[config.mk]
export PLATFORM = sky130hd
export DESIGN_NAME = uart_frame_ctrl
export DESIGN_NICKNAME = d
export VERILOG_FILES = /design/src/rtl/uart_frame_ctrl.sv
export SDC_FILE = /design/constraint.sdc
export NUM_CORES = 1
export LEC_CHECK = 0
export ABC_AREA = 1
export BUFFER_PORTS_ARGS = -buffer_cell sky130_fd_sc_hd__clkbuf_2
export CAP_MARGIN = 20
export CORE_MARGIN = 2
export CORE_UTILIZATION = 45
export DETAILED_ROUTE_END_ITERATION = 8
export PLACE_DENSITY = 0.77
export SLEW_MARGIN = 20
export SYNTH_ARGS = -nofsm -noshare
export SYNTH_HDL_FRONTEND = slang
export SYNTH_SLANG_ARGS = --single-unit
[constraint.sdc]
create_clock -name sys_clk -period 1.7 [get_ports sys_clk]
set_input_delay 0 -clock sys_clk [delete_from_list [all_inputs] [get_ports sys_clk]]
set_output_delay 0 -clock sys_clk [all_outputs]
set_load 0.01 [all_outputs]
[src/rtl/uart_frame_ctrl.sv]
// uart_frame_ctrl: frame-level controller behind the UART receiver.
// Collects HEAD/ADDR/DATA byte frames from the receiver's byte strobe and
// executes them into the 6-digit display register file feeding the seg driver.
// Optional feature macro: UART_FRAME_CKSUM_EN adds a CHK byte (ADDR ^ DATA)
// after DATA. The default build (macro undefined) uses 3-byte frames.
//
// Handshake: rx_data/rx_flag is a push-only strobe interface. A byte is
// transferred in every cycle where rx_flag=1; there is no ready/backpressure,
// so a byte arriving while the controller cannot accept it (EXEC) is lost.
module uart_frame_ctrl #(
    parameter logic [7:0] HEAD_BYTE   = 8'hA5,
    parameter int         TIMEOUT_MAX = 21700,
    parameter int         TMR_W       = 16
) (
    input  logic        sys_clk,
    input  logic        sys_rst_n,
    input  logic [7:0]  rx_data,
    input  logic        rx_flag,
    output logic [23:0] disp_data,
    output logic [5:0]  disp_point,
    output logic        seg_en,
    output logic        frame_ok,
    output logic        frame_err,
    output logic [7:0]  err_cnt,
    output logic        busy,
    output logic [2:0]  state_dbg
);

    typedef enum logic [2:0] {
        IDLE     = 3'd0,
        GET_ADDR = 3'd1,
        GET_DATA = 3'd2,
        GET_CHK  = 3'd3,
        EXEC     = 3'd4
    } state_t;

    // Only the checksum needs the upper data bits; the commands use data[5:0].
`ifdef UART_FRAME_CKSUM_EN
    localparam int DATA_W = 8;
`else
    localparam int DATA_W = 6;
`endif

    state_t             state_q, state_d;
    logic [TMR_W-1:0]   timer_q, timer_d;
    logic [7:0]         addr_q, addr_d;
    logic [DATA_W-1:0]  data_q, data_d;
    logic [23:0]        disp_data_d;
    logic [5:0]         disp_point_d;
    logic               seg_en_d;
    logic               frame_ok_d;
    logic               frame_err_d;
    logic [7:0]         err_cnt_d;
    logic               busy_d;
    logic               tmr_done;
`ifdef UART_FRAME_CKSUM_EN
    // A bad checksum returns to IDLE at once but reports its error one cycle
    // later so that it lines up with the normal EXEC result timing.
    logic               err_pend_q, err_pend_d;
`endif

    assign tmr_done  = (timer_q == TMR_W'(TIMEOUT_MAX - 1));
    assign state_dbg = state_q;

    // Next-state, timer, byte latching and command execution.
    always_comb begin
        state_d      = state_q;
        timer_d      = timer_q;
        addr_d       = addr_q;
        data_d       = data_q;
        disp_data_d  = disp_data;
        disp_point_d = disp_point;
        seg_en_d     = seg_en;
        frame_ok_d   = 1'b0;
        frame_err_d  = 1'b0;
`ifdef UART_FRAME_CKSUM_EN
        err_pend_d   = 1'b0;
        frame_err_d  = err_pend_q;
`endif

        case (state_q)
            IDLE: begin
                timer_d = '0;
                // Anything other than the head byte is line noise: drop it.
                if (rx_flag && (rx_data == HEAD_BYTE)) begin
                    state_d = GET_ADDR;
                end
            end

            // Payload bytes are never compared against HEAD_BYTE.
            GET_ADDR: begin
                if (rx_flag) begin
                    addr_d  = rx_data;
                    timer_d = '0;
                    state_d = GET_DATA;
                end else if (tmr_done) begin
                    timer_d     = '0;
                    addr_d      = '0;
                    data_d      = '0;
                    frame_err_d = 1'b1;
                    state_d     = IDLE;
                end else begin
                    timer_d = timer_q + TMR_W'(1);
                end
            end

            GET_DATA: begin
                if (rx_flag) begin
                    data_d  = rx_data[DATA_W-1:0];
                    timer_d = '0;
`ifdef UART_FRAME_CKSUM_EN
                    state_d = GET_CHK;
`else
                    state_d = EXEC;
`endif
                end else if (tmr_done) begin
                    timer_d     = '0;
                    addr_d      = '0;
                    data_d      = '0;
                    frame_err_d = 1'b1;
                    state_d     = IDLE;
                end else begin
                    timer_d = timer_q + TMR_W'(1);
                end
            end

`ifdef UART_FRAME_CKSUM_EN
            GET_CHK: begin
                if (rx_flag) begin
                    timer_d = '0;
                    if (rx_data == (addr_q ^ data_q)) begin
                        state_d = EXEC;
                    end else begin
                        addr_d     = '0;
                        data_d     = '0;
                        err_pend_d = 1'b1;
                        state_d    = IDLE;
                    end
                end else if (tmr_done) begin
                    timer_d     = '0;
                    addr_d      = '0;
                    data_d      = '0;
                    frame_err_d = 1'b1;
                    state_d     = IDLE;
                end else begin
                    timer_d = timer_q + TMR_W'(1);
                end
            end
`endif

            // Single-cycle execute; any byte arriving now is dropped.
            EXEC: begin
                timer_d    = '0;
                state_d    = IDLE;
                frame_ok_d = 1'b1;
                case (addr_q)
                    8'h00, 8'h01, 8'h02, 8'h03, 8'h04, 8'h05: begin
                        disp_data_d[{addr_q[2:0], 2'b00} +: 4] = data_q[3:0];
                    end
                    8'h06: disp_point_d = data_q[5:0];
                    8'h07: seg_en_d     = data_q[0];
                    8'h08: begin
                        disp_data_d  = '0;
                        disp_point_d = '0;
                    end
                    default: begin
                        frame_ok_d  = 1'b0;
                        frame_err_d = 1'b1;
                    end
                endcase
            end

            default: begin
                timer_d = '0;
                state_d = IDLE;
            end
        endcase
    end

    // Error counter saturates at 8'hFF and tracks every frame_err pulse.
    always_comb begin
        err_cnt_d = err_cnt;
        if (frame_err_d && (err_cnt != 8'hFF)) begin
            err_cnt_d = err_cnt + 8'd1;
        end
        busy_d = (state_d != IDLE);
    end

    // FSM state, inter-byte timer and latched frame fields.
    always_ff @(posedge sys_clk or negedge sys_rst_n) begin
        if (!sys_rst_n) begin
            state_q <= IDLE;
            timer_q <= '0;
            addr_q  <= '0;
            data_q  <= '0;
        end else begin
            state_q <= state_d;
            timer_q <= timer_d;
            addr_q  <= addr_d;
            data_q  <= data_d;
        end
    end

`ifdef UART_FRAME_CKSUM_EN
    // Deferred checksum-error flag.
    always_ff @(posedge sys_clk or negedge sys_rst_n) begin
        if (!sys_rst_n) begin
            err_pend_q <= 1'b0;
        end else begin
            err_pend_q <= err_pend_d;
        end
    end
`endif

    // Registered display file, status pulses and error count.
    always_ff @(posedge sys_clk or negedge sys_rst_n) begin
        if (!sys_rst_n) begin
            disp_data  <= 24'h0;
            disp_point <= 6'h0;
            seg_en     <= 1'b1;
            frame_ok   <= 1'b0;
            frame_err  <= 1'b0;
            err_cnt    <= 8'h0;
            busy       <= 1'b0;
        end else begin
            disp_data  <= disp_data_d;
            disp_point <= disp_point_d;
            seg_en     <= seg_en_d;
            frame_ok   <= frame_ok_d;
            frame_err  <= frame_err_d;
            err_cnt    <= err_cnt_d;
            busy       <= busy_d;
        end
    end

endmodule

==> After elaboration in Yosys (flattened, before gate mapping) <==
Index checks and enable logic that the tools add are counted.
{ "op_classes": {"eq_ne": 16, "n_shift": 2, "muxes": 25, "n_reduce_logical": 16, "add_sub_neg": 3} }
{ "op_table": {"columns": ["operator", "count"], "rows": [
  ["$mux 16", 3],
  ["$pmux 24 s2", 1],
  ["$eq 8x3->1 const B", 4],
  ["$bwmux 24", 1],
  ["$mux 8", 3],
  ["$pmux 6 s2", 2],
  ["$shift 4x7->24 const A", 1],
  ["$shiftx 4x7->24", 1],
  ["$mux 6", 3],
  ["$add 16x1->16 const B", 1],
  ["$eq 16x15->1 const B", 1],
  ["$eq 8x2->1 const B", 2],
  ["$pmux 8 s2", 1],
  ["$mux 3", 4],
  ["$reduce_and 2->1", 5],
  ["$pmux 3 s3", 1],
  ["$reduce_or 9->1", 1],
  ["$add 8x1->8 const B", 1],
  ["$eq 8x1->1 const B", 1],
  ["$eq 8x4->1 const B", 1],
  ["$eq 8x8->1 const B", 1],
  ["$logic_not 8->1", 1],
  ["$ne 8x8->1 const B", 1],
  ["$neg 5->7", 1],
  ["other kinds (12)", 20]
]} }
{ "word_totals": {"input_bits": 11, "reg_bits": 75, "word_cells": 73, "out_inout_bits": 45} }

==> Depth between registers and ports, before layout <==
{ "logic_depth": {"word_depth": 5, "depth_mapped": 12, "depth_no_buf": 12} }

==> Least setup slack after synthesis <==
No wires, ideal clock.
{ "synth_timing": {"kind": "register -> register", "from": "register addr_q[0]", "to": "register disp_data[4]", "path_stages_with_launch": 9, "t_required_ns": 1.583, "arrival_ns": 1.787, "synth_period_minus_slack_ns": 1.904, "slack_ns": -0.204, "setup_ns": 0.117, "path_buffers": 0, "path_cell_list": "dfrtp_1 > inv_1 > ha_1 > ha_1 > inv_1 > nor3_1 > o21ai_2 > nand2_1 > nand2_1"} }
{ "synth_between": {"elab_chain_len": 4, "word_cells_on_any_way": 15, "classes_between": "add/sub: 1; eq/ne: 6; shift: 2; mux: 2; reduce/logical: 4"} }
{ "synth_lines": {"columns": ["element", "line", "text"], "rows": [
  ["start, declared", "46", "logic [7:0] addr_q, addr_d;"],
  ["start signal, assigned", "199", "addr_q <= addr_d;"],
  ["$neg 5->7, or another cell as far along", "158", "disp_data_d[{addr_q[2:0], 2'b00} +: 4] = data_q[3:0];"],
  ["$shiftx 4x7->24, or another cell as far along", "158", null],
  ["$bwmux 24 / $reduce_bool 2->1 (equally long branches)", null, null],
  ["$pmux 24 s2 / $reduce_and 2->1 (equally long branches)", null, null],
  ["end signal, assigned", "226", "disp_data <= disp_data_d;"],
  ["end, declared", "19", "output logic [23:0] disp_data,"]
]} }
Several ways; a longest one is shown, not always the timed one.
A chain may end at the register's enable or synchronous reset.

==> Worst setup path after layout <==
{ "layout_timing": {"from": "register addr_q[1]", "to": "register disp_data[10]"} }
The elaborated chain is that of the path after synthesis.

==> summary.md <==
| Metric | Value |
|---|---|
| Slew HR | 0.6380 |
| DR WL/cell | ~14 um |
| Met2 WL | 5090 um |
| Initial DRC count | between 200 and 250 |
| Reg2reg end | disp_data[10] |
| Avg Vias per Cell | 5.166 |
| Most frequent cells in the layout | nand2_1 (128), dfrtp_1 (74), clkbuf_2 (54) |
| Syn_nets | 482 |
| Layout cells sized above 1 | 0.3240 |
| Gate power share | 0.374 |
| Starting Density | 0.4589 |
| DIE AREA | 0.008995 mm2 |
| Max rail drop VDD | 542.6 uV |
| Critical Path Fanout Max | 7 |
| Final hold slack | approximately 0.080 ns |
| Post-DP HPWL | between 6000 and 7000 um |
| Setup crit end kind | flip-flop |
| Design Area, Final | 0.005030 mm2 |
| Syn. warnings | 0 |
| Final wirelength | 9538 um |
| Outcome | finished with violations |
| Clock-pin slew on the worst setup and hold paths | 0.08 ns |
| Vias in the first global route | 3,291 |
| Cell internal pwr | 3424 uW |
| CTS root buf | clkbuf_8 |
| Critical path's largest stage delay | slightly above 0.4 ns |
| Pwr dens | 1115 mW/mm2 |
| GPL Wtd Cong | 0.9549 |
| Placed Instance Area | about 0.0043 mm2 |
| Routed met3 length | between 400 and 500 um |
| Largest net degree at the start of global routing | 44 |
| Switching Power | 2186 uW |
| HP Start | rx_flag |
| R2R setup slack | -0.05 ns |
| Slew Viols, Final | 0 |
| Num ports | 56 |
| Failing checks | negative setup slack |
| TritonCTS Buffers | 9 |
| Worst slew pin tran | ~0.54 ns |
| Finish-stage setup viols | 18 |
| Clock Power Share | 0.244 |
| Post-Syn Instances | roughly 460 |
| Final WS setup | -0.05355 ns |
| Pleak | 0.002554 uW |
| Die Ht | 94.84 um |
| Hold Path Stages | 3 |
| RSZ-0062 raised after global routing | true |
| Detailed Routing Iterations Pass 1 | 5 |
| Crit start category | flip-flop |
| Routed Antenna Nets | 0 |
| Switching Fraction | 0.3897 |
| Non-Filler Instances | a little under 700 |
| Netlist cell types | 28 |
| Placed Instances | 646 |
| Fmax | 0.5703 GHz |
| Core area | 0.008093 mm2 |
| Most common cell after layout, fill and taps aside | nand2_1 |
| Final Hold Fails | 0 |
| Design Power | 5611 uW |
| Critical path arrival | 2.04 ns |
| Max layer used | met4 |
| Register share of total power | 0.382 |
| Slowest cell on crit path | dfrtp_1 |
| Post-Route M1 WL | between 3000 and 4000 um |
| Antenna cells | 0 |
| Global-route wire length before repair | between 10,000 and 15,000 um |
| Max Cap Viol | 0 |
| GRT Overall Usage | 0.2055 |
| Vias | 3,508 |
| Chip Width | 94.84 um |
| CTS tree | done |
| Worst Reg-to-Reg Cells | 10 |
| Skew-Pair Late Insertion Delay | 0.35 ns |
| CTS sink cnt | 75 |
| Minimum clock period | 1.754 ns |
| PortBufs | 55 |
| H-tree depth | 3 |
| Synth Register Bits | 75 |
| CP cell instances | inv_2 -> ha_4 -> nand3_4 -> nor2_8 -> inv_4 -> a21oi_4 -> buf_12 -> clkbuf_16 -> nand4_1 -> nand2_1 |
| Hold crit path type | in2reg |
| Drc violations | 0 |
| CP Data Required Time | 1.99 ns |
| Syn Area/Cell | 8.003 um2 |
| Period utilisation layout | 1.031 |
| Worst Clk Skew | 0.01550 ns |
| Crit path kind | reg2reg |
| Area Growth Syn to Fin | 35.44% |
| Initial antenna violation count | 0 |
| R2R Path Start | addr_q[1] |
| Hold Path End | busy |
| Clock Tree Buf Depth | 2 |
| Pre-CTS WS | -0.04212 ns |
| Final #Nets | 587 |
| GR Overflow Total | 0 |
| Rows | 33 |
| Post-synthesis sequential area ratio | 0.5057 |
| Mapped cell area | 0.003714 mm2 |
[worst max path at each step]
stage / start / endpoint / depth (start not counted)
after floorplan: addr_q[0] / disp_data[20] / 10
after global placement: addr_q[1] / disp_data[4] / 12
after global routing: addr_q[1] / disp_data[21] / 10
final: addr_q[1] / disp_data[10] / 10
after CTS: addr_q[0] / disp_data[10] / 10
after detailed placement: addr_q[0] / disp_data[10] / 10
[worst max-delay path, delay by kind of cell, from the launching register on]
kind,cells,cell delay [ns]
AO/OA/AOI/OAI,1,0.19
adder cells (fa/ha/maj),1,0.20
buffers and inverters,4,0.46
flip-flops,1,0.41
AND/OR/NAND/NOR,4,0.42
[flip-flops by register name (all words and copies together), names as in the netlist]
signal      cells
data_q          6
disp_data      24
busy            1
timer_q        16
err_cnt         8
seg_en          1
frame_err       1
addr_q          8
disp_point      6
frame_ok        1
state_dbg       3
[metrics by stage]
step | setup TNS, ns | util
floorplan | 0 | -
global placement | 0 | 0.5363
detailed placement | -0.4722 | 0.5363
CTS | -0.2028 | 0.5731
global route | -3.023 | 0.6215
finish | -0.4354 | 0.6215
[power by group through the flow]
stage                     Combinational, uW  Sequential, uW  Clock [uW]
after global placement                 1590            2160           0
after detailed placement               1630            2160           0
after floorplan                        1090            2150           0
final                                  2100            2140        1370
after CTS                              1670            2130        1390
after global routing                   2300            2160        1490
[per-layer routing]
layer,GRT usage,vias to the layer above
li1,-,1700
met1,0.2348,1670
met2,0.3652,115
met3,0.05267,23
met4,0.08333,0
met5,0,-
[synthesized netlist by cell type (all sizes together)]
cell,number,share of area
ha,7,0.024
nor2,56,0.062
o21bai,1,0.0020
inv,52,0.053
nor4,2,0.0034
xor2,4,0.0094
o21ai,17,0.026
dfrtp,74,0.50
xnor2,4,0.0094
nor3,13,0.018
dfstp,1,0.0071
a21oi,7,0.012
nand3,53,0.075
mux2,4,0.012
nor3b,1,0.0020
buf,3,0.0071
nand2,152,0.16
nand4,13,0.022
[timing repair]
action                                 4_1_cts  5_1_grt
gates cloned                                 0        3
endpoints found under the hold margin       88        0
pin swaps                                    0       35
hold buffers                                 9        0
resized for setup                            3       80
setup buffers                                1        4
setup endpoints to repair                   29       58
[cell families (layout without fill, tap and decap cells)]
family / Yosys count / after routing / share of synthesized area
simple gates: 290 / 290 / 0.3390
flops: 75 / 75 / 0.5057
buf+inv: 55 / 165 / 0.06031
compound gates: 25 / 25 / 0.04043
xor+xnor: 8 / 8 / 0.01887
fa+ha+maj: 7 / 7 / 0.02358
mux: 4 / 4 / 0.01213
[final cells by class]
class	instances	area, um2
clock buffer	10	127.6
clock inverter	6	65.06
fill	690	3063
inverter	52	201.4
multi-input combinational	334	1918
sequential	75	1878
tap	105	131.4
timing repair buffer	97	708.2
(Power assumes the default switching activity.)
